**config.mk**
```make
export PLATFORM = sky130hd
export DESIGN_NAME = vend_panel_arbiter
export DESIGN_NICKNAME = d
export VERILOG_FILES = /design/src/rtl/vend_panel_arbiter.sv
export SDC_FILE = /design/constraint.sdc
export NUM_CORES = 1
export LEC_CHECK = 0
export BUFFER_PORTS_ARGS = -buffer_cell sky130_fd_sc_hd__buf_4
export CELL_PAD_IN_SITES_DETAIL_PLACEMENT = 0
export CELL_PAD_IN_SITES_GLOBAL_PLACEMENT = 1
export CORE_MARGIN = 2
export CORE_UTILIZATION = 25
export CTS_CLUSTER_DIAMETER = 80
export DETAILED_ROUTE_END_ITERATION = 6
export HOLD_SLACK_MARGIN = 0.08
export PLACE_DENSITY_LB_ADDON = 0.1
export REMOVE_ABC_BUFFERS = 1
export SLEW_MARGIN = 5
export SYNTH_ARGS = -nofsm -noshare
export SYNTH_HDL_FRONTEND = slang
export SYNTH_SLANG_ARGS = --single-unit
```
**constraint.sdc**
```tcl
create_clock -name clk -period 2.8 [get_ports clk]
set_clock_uncertainty 0.05 [all_clocks]
set_input_delay 0.28 -clock clk [delete_from_list [all_inputs] [get_ports clk]]
set_output_delay 0.28 -clock clk [all_outputs]
set_load 0.005 [all_outputs]
```
**src/rtl/vend_panel_arbiter.sv**
```systemverilog
// Two-panel front end for a single shared vending controller core.
// One panel at a time owns the core. Ownership is won by a quarter in IDLE,
// kept while the customer has credit, and released after a completion with
// no credit left or after IDLE_TIMEOUT idle cycles with no credit.
//
// Handshake: vend_valid is a one-cycle pulse with no back-pressure. vend_code
// and vend_owner are only meaningful while vend_valid=1 and are 0 otherwise.
//
// Timeout timing: the counter counts consecutive idle OWN cycles. The
// IDLE_TIMEOUT-th idle cycle in a row triggers the release, so the grant is
// seen low on the cycle after it.
module vend_panel_arbiter #(
  parameter int unsigned IDLE_TIMEOUT = 15
) (
  input  logic       clk,
  input  logic       rnot,
  input  logic       quarter_a,
  input  logic       select1_a,
  input  logic       select2_a,
  input  logic       quarter_b,
  input  logic       select1_b,
  input  logic       select2_b,
  output logic       core_quarter_in,
  output logic       core_select1,
  output logic       core_select2,
  input  logic       core_product1,
  input  logic       core_product2,
  input  logic       core_quarter_out,
  input  logic [1:0] core_i,
  output logic       grant_a,
  output logic       grant_b,
  output logic       vend_valid,
  output logic [1:0] vend_code,
  output logic       vend_owner,
  output logic [1:0] state_dbg
);

  typedef enum logic [1:0] {
    ST_IDLE  = 2'd0,
    ST_OWN   = 2'd1,
    ST_DRAIN = 2'd2
  } state_t;

  localparam logic [3:0] TO_LAST = 4'(IDLE_TIMEOUT - 1);

  state_t     state;
  logic       owner;
  logic       last_owner;
  logic [3:0] idle_cnt;

  logic       own_quarter;
  logic       own_select1;
  logic       own_select2;
  logic       own_strobe;
  logic       done;
  logic [1:0] done_code;
  logic       idle_tick;
  logic       timeout;
  logic       pick_b;

  // Owner strobe selection, completion decode and timeout detection.
  always_comb begin
    own_quarter = owner ? quarter_b : quarter_a;
    own_select1 = owner ? select1_b : select1_a;
    own_select2 = owner ? select2_b : select2_a;
    own_strobe  = own_quarter | own_select1 | own_select2;
    done        = core_product1 | core_product2 | core_quarter_out;
    // Refund beats product2 beats product1.
    if (core_quarter_out)   done_code = 2'b11;
    else if (core_product2) done_code = 2'b10;
    else                    done_code = 2'b01;
    idle_tick   = (core_i == 2'b00) && !own_strobe;
    timeout     = idle_tick && (idle_cnt == TO_LAST);
    // A tie goes to the panel that did not own last; otherwise the lone quarter wins.
    pick_b      = (quarter_a && quarter_b) ? ~last_owner : quarter_b;
  end

  assign state_dbg = state;

  // Arbitration FSM with all outputs registered.
  always_ff @(posedge clk) begin
    if (!rnot) begin
      state           <= ST_IDLE;
      owner           <= 1'b0;
      last_owner      <= 1'b1;
      idle_cnt        <= 4'd0;
      grant_a         <= 1'b0;
      grant_b         <= 1'b0;
      core_quarter_in <= 1'b0;
      core_select1    <= 1'b0;
      core_select2    <= 1'b0;
      vend_valid      <= 1'b0;
      vend_code       <= 2'b00;
      vend_owner      <= 1'b0;
    end else begin
      core_quarter_in <= 1'b0;
      core_select1    <= 1'b0;
      core_select2    <= 1'b0;
      vend_valid      <= 1'b0;
      vend_code       <= 2'b00;
      vend_owner      <= 1'b0;
      case (state)
        ST_IDLE: begin
          if (quarter_a || quarter_b) begin
            state           <= ST_OWN;
            owner           <= pick_b;
            grant_a         <= ~pick_b;
            grant_b         <= pick_b;
            idle_cnt        <= 4'd0;
            // Replay the winning quarter into the core.
            core_quarter_in <= 1'b1;
          end
        end
        ST_OWN: begin
          if (done) begin
            state      <= ST_DRAIN;
            idle_cnt   <= 4'd0;
            vend_valid <= 1'b1;
            vend_code  <= done_code;
            vend_owner <= owner;
          end else if (timeout) begin
            state      <= ST_IDLE;
            last_owner <= owner;
            grant_a    <= 1'b0;
            grant_b    <= 1'b0;
            idle_cnt   <= 4'd0;
          end else begin
            core_quarter_in <= own_quarter;
            core_select1    <= own_select1;
            core_select2    <= own_select2;
            idle_cnt        <= idle_tick ? idle_cnt + 4'd1 : 4'd0;
          end
        end
        ST_DRAIN: begin
          idle_cnt <= 4'd0;
          if (core_i == 2'b00) begin
            state      <= ST_IDLE;
            last_owner <= owner;
            grant_a    <= 1'b0;
            grant_b    <= 1'b0;
          end else begin
            state <= ST_OWN;
          end
        end
        default: begin
          state   <= ST_IDLE;
          grant_a <= 1'b0;
          grant_b <= 1'b0;
        end
      endcase
    end
  end

endmodule

```
==> impl_metrics.tcl, run 1 <==
set metrics [dict create \
    path_cells "inv_1, ha_1, a311oi_1, o2111ai_2, or4_1, o221ai_1" \
    cts-root-to-sink-buffers 2 \
    wl_um 2180 \
    critical_path_arrival_ns 2.09 \
    track_usage_pct 11.6 \
    final-max-slew-violation-count 0 \
    maximum_number_of_pins_on_one_net_before_global_route_repair 16 \
    yosys_most_used_dff "dfxtp_1" \
    critical_path_class "reg2reg" \
    numCtsBuffers 3 \
    synthMostInstantiatedCell "dfxtp_1" \
    clk_root_buffer_cell "clkbuf_4" \
    globalRoute.totalOverflow 0 \
    ant_nets 0 \
    syn_to_final_growth_pct 27.0 \
    start_kind "flip-flop" \
    post_synthesis_mean_instance_area_um2 8.90 \
    placedCellCount 165 \
    grt_antenna_before_repair 0 \
    synthDistinctLibCells 39 \
    power_per_cell_area_mw_per_mm2 426 \
    ff2ff_path_depth 6 \
    total_power_uw 477 \
    relSlewSlack_pct 67.7 \
    critical_path_required_ns 2.97 \
    floorplan.initialDensity_pct 26.2 \
    insertedDiodeCount 0 \
    drt-initial-drc-count 35 \
    holdPathStages 3 \
    cts.repair_timing.setup_buffer_count 0 \
    vias_in_the_first_global_route 793 \
    clkLatencyLatePin_ns 0.29 \
    postSynthRegisterBits 17 \
    seq_area_frac_synth_pct 38.6 \
    cts_num_sinks 17 \
    drt-wirelength-per-cell_um 12.9 \
    layout_cells_sized_above_1_pct 26.0 \
    min_to "vend_code[1]$_SDFF_PN0_" \
    dr.pass1.iters 4 \
    cts_hold_buf 0 \
    regToRegStartpoint "idle_cnt[0]$_SDFFE_PN0P_" \
    cpMaxStageDelayCell "or4_1" \
    grt_first_pass_wirelength_um 3710 \
    timing_hold_violations_final 0 \
    die_span_in_y_um 63.4 \
    max_cap_viol_count 0 \
    leakage_uw 0.000439 \
    timing.critical_path.fanout_max 5 \
    synth_common_cells "17 x dfxtp_1, 10 x nor2_1, 9 x nand2_1" \
    transition_time_of_the_tightest_slew_check_pin_ns 0.482 \
    drt_drc_violations_left 0 \
    synthDominantAreaCellType "dfxtp_1" \
    synth_area_um2 881 \
    gpl.final_weighted_congestion 0.772 \
    fp.dieArea_mm2 0.00401 \
    worst_hold_startpoint "core_quarter_out" \
    synth_enable_flop_cells 0 \
    dieWidth_um 63.4 \
    synth_top_cell_area_share_pct 38.6 \
    layout.cell_area.non_filler_mm2 0.00112 \
    setup_repair_after_global_routing_missed_its_margin "no" \
    final_cell_count_no_fill 169 \
    endpoint_kind "flip-flop" \
    nets 139 \
    fmax_achieved_ghz 0.520 \
    routed_via_count 834 \
    ff2ff_setup_slack_ns 0.88 \
    ys.warnings.count 0 \
    cts-resized-gates 0 \
    min_path_type "in2reg" \
    post_synth_arst_share_pct 0 \
    crit_path_time_final_ns 1.92 \
    finalCritPeriodShare_pct 68.6 \
    htree_levels 1 \
    core-area_mm2 0.00336 \
    final.setup.tns_ns 0 \
    port_buffers 23 \
    tritoncts "done" \
    vias_per_cell 4.93 \
    placement.cell_area_mm2 0.00109 \
    synth_cells 99 \
    detailed_place_hpwl_um 1620 \
    ys_top_cells_by_area "dfxtp_1 39%, nor2_1 4.3%, o211ai_1 4.3%" \
    count_of_standard_cell_rows 21 \
    critical-path-max-stage-delay_ns 0.44 \
    ios 24 \
    clock_slew_at_reported_path_ffs_ns 0.11 \
    run_status "completed" \
    reg_to_reg_end "idle_cnt[3]$_SDFFE_PN0P_" \
    finalSetupViolCount 0 \
    worst_vdd_ir_mv 0.283 \
]
-- logic make-up after synthesis --
logic type	after synthesis	synth area share, %
and+or+nand+nor	44	30.1
muxes	2	2.27
DFF	17	38.6
buffers and inverters	8	4.40
adders and majority gates	2	2.84
AOI/OAI and AO/OA	26	21.7
-- power by group --
group          internal [uW]  switching, uW
logic                   39.3           40.6
registers                252           10.3
clock network           53.2           81.8
total                    344            133
-- metal layers --
layer | vias up | share of wire (%) | GRT usage, %
met5 | - | 0 | 0
met4 | 0 | 1.7 | 3.53
met3 | 4 | 6.7 | 4.46
met2 | 31 | 45 | 17.8
met1 | 391 | 47 | 15.1
li1 | 408 | - | -
-- layout by cell type (no fill, tap or decap), types with 2 or more instances in the layout --
master and instances:
buf_4 23, dfxtp_1 17, nor2_1 10, nand2_1 9, nand3_1 7, inv_1 5
o211ai_1 5, a21oi_1 4, nor2b_1 3, o21ai_0 3, clkbuf_4 3, and2_1 2
o21a_1 2, nor3_1 2, mux2i_1 2, a21boi_1 2, ha_1 2
-- state kept, by name, summed over array words and instances, names as in the netlist --
register / flops
vend_code: 2
core_quarter_in: 1
grant_b: 1
vend_owner: 1
core_select2: 1
core_select1: 1
vend_valid: 1
last_owner: 1
idle_cnt: 4
state_dbg: 2
grant_a: 1
owner: 1
-- per-stage QoR --
| stage | util [%] | hold slack, ns | setup WS (ns) |
|---|---|---|---|
| 2_1_floorplan | - | 0.319 | 1.05 |
| 3_3_place_gp | 32.4 | 0.432 | 0.952 |
| 3_5_place_dp | 32.4 | 0.440 | 0.903 |
| 4_1_cts | 33.3 | 0.175 | 0.872 |
| 5_1_grt | 33.3 | 0.192 | 0.761 |
| 6_report | 33.3 | 0.181 | 0.878 |
-- worst max-delay path: cells and delay by family, from the launching register on --
kind	cells	cell delay (ns)
AND/OR/NAND/NOR	1	0.44
buffers and inverters	1	0.07
adder cells (fa/ha/maj)	1	0.20
flip-flops	1	0.38
AO/OA/AOI/OAI	3	0.69
-- final cells by class --
type / instances / area (um^2)
clock buffers: 3 / 22.5
clock inverters: 1 / 5.00
fillers: 379 / 2240
inverters: 5 / 18.8
multi-input cells: 74 / 502
flip-flops and latches: 17 / 340
well taps: 46 / 57.6
repair buffers: 23 / 173
-- how the worst max path moves through the flow --
stage | endpoint | cells past startpoint | startpoint
floorplan | idle_cnt[3]$_SDFFE_PN0P_ | 6 | idle_cnt[0]$_SDFFE_PN0P_
global placement | idle_cnt[3]$_SDFFE_PN0P_ | 6 | idle_cnt[0]$_SDFFE_PN0P_
detailed placement | idle_cnt[3]$_SDFFE_PN0P_ | 6 | idle_cnt[0]$_SDFFE_PN0P_
CTS | idle_cnt[3]$_SDFFE_PN0P_ | 6 | idle_cnt[0]$_SDFFE_PN0P_
global route | idle_cnt[3]$_SDFFE_PN0P_ | 6 | idle_cnt[0]$_SDFFE_PN0P_
finish | idle_cnt[3]$_SDFFE_PN0P_ | 6 | idle_cnt[0]$_SDFFE_PN0P_
(Power assumes the default switching activity.)
==> inputs of run 2 (changes only) <==
--- a/config.mk
+++ b/config.mk
@@ -5,6 +5,7 @@
 export SDC_FILE = /design/constraint.sdc
 export NUM_CORES = 1
 export LEC_CHECK = 0
+export ABC_AREA = 1
 export BUFFER_PORTS_ARGS = -buffer_cell sky130_fd_sc_hd__buf_4
 export CELL_PAD_IN_SITES_DETAIL_PLACEMENT = 0
 export CELL_PAD_IN_SITES_GLOBAL_PLACEMENT = 1
==> constraint.sdc (replaced) <==
create_clock -name clk -period 2 [get_ports clk]
set_clock_uncertainty 0.05 [all_clocks]
set_input_delay 0.2 -clock clk [delete_from_list [all_inputs] [get_ports clk]]
set_output_delay 0.2 -clock clk [all_outputs]
set_load 0.005 [all_outputs]
==> run 2 against run 1 <==
Synthesized cell count is 24% higher. Global-route usage is 0.80 points lower. Final area is 2.6% higher. Routed wire length is 9.5% lower. Setup slack worse by 0.43 ns. Combinational power is 120% higher. Largest cell class unchanged.
==> impl_metrics.tcl, run 2 <==
set metrics [dict create \
    seqPwrFrac_pct 50.6 \
    clkLatencyLatePin_ns 0.29 \
    synthDominantAreaCellType "dfxtp_1" \
    critPathLaunch "core_product2" \
    port_buffers 23 \
    yosys.area_share.adder_pct 2.83 \
    start_kind "primary input" \
    setup_repair_after_global_routing_missed_its_margin "no" \
    vias_per_cell 4.19 \
    seq_area_frac_synth_pct 38.5 \
    path_cells "dlygate4sd3_1, buf_4, nor2_1, inv_2, nor2_1, nand2_1, inv_2, nand3_2, a21oi_2" \
    worst_setup_path_endpoint "idle_cnt[0]$_SDFFE_PN0P_" \
    timing.critical_path.fanout_max 4 \
    numCtsBuffers 3 \
    critical_path_class "in2reg" \
    synthMostInstantiatedCell "nand2_1" \
    synth_cells 123 \
    ff2ff_setup_slack_ns 0.60 \
    fillCellCount 388 \
    core-area_mm2 0.00336 \
    placement.cell_area_mm2 0.00111 \
    nets 166 \
    drt_drc_violations_left 0 \
    floorplan.initialDensity_pct 26.3 \
    critical-path-max-stage-delay_ns 0.53 \
    finalCritPeriodShare_pct 77.6 \
    largest-register "idle_cnt" \
    combinational_group_share_of_total_power_pct 23.9 \
    timing_hold_violations_final 0 \
    critical_path_arrival_ns 1.74 \
    ys.warnings.count 0 \
    worst_vdd_ir_mv 0.171 \
    internal_power_uw 512 \
    die_span_in_y_um 63.4 \
    yosys_most_used_dff "dfxtp_1" \
    endpoint_kind "flip-flop" \
    synth_top_cell_area_share_pct 38.5 \
    run_status "completed" \
    max_cap_viol_count 0 \
    ios 24 \
    dieWidth_um 63.4 \
    relSlewSlack_pct 81.7 \
    crit_path_time_final_ns 1.55 \
    fmax_achieved_ghz 0.645 \
    drt-initial-drc-count 24 \
    gpl.final_weighted_congestion 0.676 \
    count_of_standard_cell_rows 21 \
    ant_nets 0 \
    cts_num_sinks 17 \
    yosys-mux-area-fraction_pct 0 \
    synth_compound_gate_area_share_pct 10.3 \
    cts-root-to-sink-buffers 2 \
    regToRegStartpoint "idle_cnt[0]$_SDFFE_PN0P_" \
    synth-xor-area-share_pct 0 \
    synth_top_family_by_area "simple AND/OR/NAND/NOR gates" \
    ff2ff_path_depth 9 \
    mostFrequentLayoutCell "nand2_1" \
    largest_reg_flops 4 \
    transition_time_of_the_tightest_slew_check_pin_ns 0.275 \
    synthDistinctLibCells 23 \
    grt_first_pass_wirelength_um 3390 \
    htree_levels 1 \
    detailed_place_hpwl_um 1590 \
    globalRoute.totalOverflow 0 \
    insertedDiodeCount 0 \
    most_frequent_cells_in_the_layout "24 x nand2_1, 23 x buf_4, 17 x dfxtp_1" \
    grt_antenna_before_repair 0 \
    min_path_type "in2reg" \
    critical_path_required_ns 2.19 \
    wl_um 1970 \
    final.setup.tns_ns 0 \
    layout_cells_sized_above_1_pct 36.0 \
    synth_enable_flop_cells 0 \
    holdPathStages 3 \
    post_synth_and_or_nand_nor_area_fraction_pct 38.5 \
    synth_common_cells "24 x nand2_1, 17 x dfxtp_1, 15 x inv_1" \
    dr.pass1.iters 4 \
    post_synth_arst_share_pct 0 \
    vias_in_the_first_global_route 773 \
    fp.dieArea_mm2 0.00402 \
    maximum_number_of_pins_on_one_net_before_global_route_repair 12 \
    power_per_cell_area_mw_per_mm2 646 \
    syn_to_final_growth_pct 29.9 \
    routed_via_count 822 \
    track_usage_pct 10.8 \
    switching_power_uw 229 \
    reg_to_reg_end "idle_cnt[0]$_SDFFE_PN0P_" \
    final-max-slew-violation-count 0 \
    switching_share_pct 30.9 \
    finalSetupViolCount 0 \
    clk_root_buffer_cell "clkbuf_4" \
    synth_area_um2 883 \
    post_synthesis_mean_instance_area_um2 7.18 \
    clk_pwr_share_pct 25.5 \
    drt-wirelength-per-cell_um 10.1 \
    tritoncts "done" \
    clock_slew_at_reported_path_ffs_ns 0.10 \
    ys_top_cells_by_area "dfxtp_1 39%, nand2_1 10%, inv_1 6.4%" \
    leakage_uw 0.000540 \
    postSynthRegisterBits 17 \
    layout.cell_area.non_filler_mm2 0.00115 \
    cpMaxStageDelayCell "dlygate4sd3_1" \
]
[run 2: cell types whose count changed after synthesis, moves of 3 or more]
cell / delta
nor2_1: +4
nand2_2: +3
nand3_2: +3
inv_2: +7
nand2_1: +15
nor2b_1: -3
nand4_1: +3
nor2_2: +4
inv_1: +10
nand3_1: +3
o21ai_2: +3
o211ai_1: -5
[run 2: power groups by stage]
stage | clock [uW] | sequential [uW] | combinational [uW]
final | 189 | 375 | 178
after global routing | 216 | 379 | 200
after CTS | 201 | 376 | 180
after detailed placement | 0 | 383 | 178
after global placement | 0 | 383 | 181
after floorplan | 0 | 383 | 107
[run 2: what timing repair did]
action                                 CTS  global route
buffers inserted                         0             0
hold buffers                             1             0
resized for setup                        0             0
endpoints found under the hold margin    1             0
[run 2: how the worst min path moves through the flow]
stage,startpoint,endpoint,slack (ns)
floorplan,rnot,last_owner$_SDFFE_PN1P_,0.23
global placement,core_product2,vend_code[0]$_SDFF_PN0_,0.34
detailed placement,core_product2,vend_code[0]$_SDFF_PN0_,0.34
CTS,core_quarter_out,vend_code[0]$_SDFF_PN0_,0.09
global route,core_quarter_out,vend_code[0]$_SDFF_PN0_,0.09
finish,core_quarter_out,vend_code[0]$_SDFF_PN0_,0.09
[run 2: cell families after synthesis]
kind of cell,Yosys count
compound gates,14
buf+inv,23
fa+ha+maj,2
simple gates,67
flops,17
[run 2: per-layer routing]
layer | up-vias | wire [um] | share of wire, % | track usage, %
met3 | 4 | 73 | 3.7 | 2.68
met1 | 364 | 941 | 48 | 13.7
met2 | 16 | 925 | 47 | 17.2
li1 | 438 | - | - | -
met5 | - | 0 | 0 | 0
met4 | 0 | 34 | 1.7 | 4.89
[run 2: per-stage QoR]
step | setup WS [ns] | total power, uW | utilization, % | cells | hold slack (ns)
2_1_floorplan | 0.755 | 489 | - | 122 | 0.235
3_3_place_gp | 0.615 | 563 | 33.0 | 191 | 0.339
3_5_place_dp | 0.611 | 562 | 33.0 | 191 | 0.340
4_1_cts | 0.450 | 757 | 34.1 | 196 | 0.0861
5_1_grt | 0.353 | 796 | 34.1 | 196 | 0.0932
6_report | 0.449 | 742 | 34.1 | 196 | 0.0944
[run 2: worst max-delay path: cells and delay by family]
family                 cells  cell delay, ns
buffers and inverters      4            0.80
AND/OR/NAND/NOR            4            0.59
AO/OA/AOI/OAI              1            0.15
[run 2: final cells by class]
cell class / count / area (um^2) / share of cell area, %
Inverter: 22 / 82.6 / 7.20
Timing Repair Buffer: 24 / 183 / 15.9
Sequential cell: 17 / 340 / 29.7
Clock inverter: 1 / 5.00 / 0.436
Tap cell: 46 / 57.6 / 5.02
Clock buffer: 3 / 22.5 / 1.96
Multi-Input combinational cell: 83 / 457 / 39.8
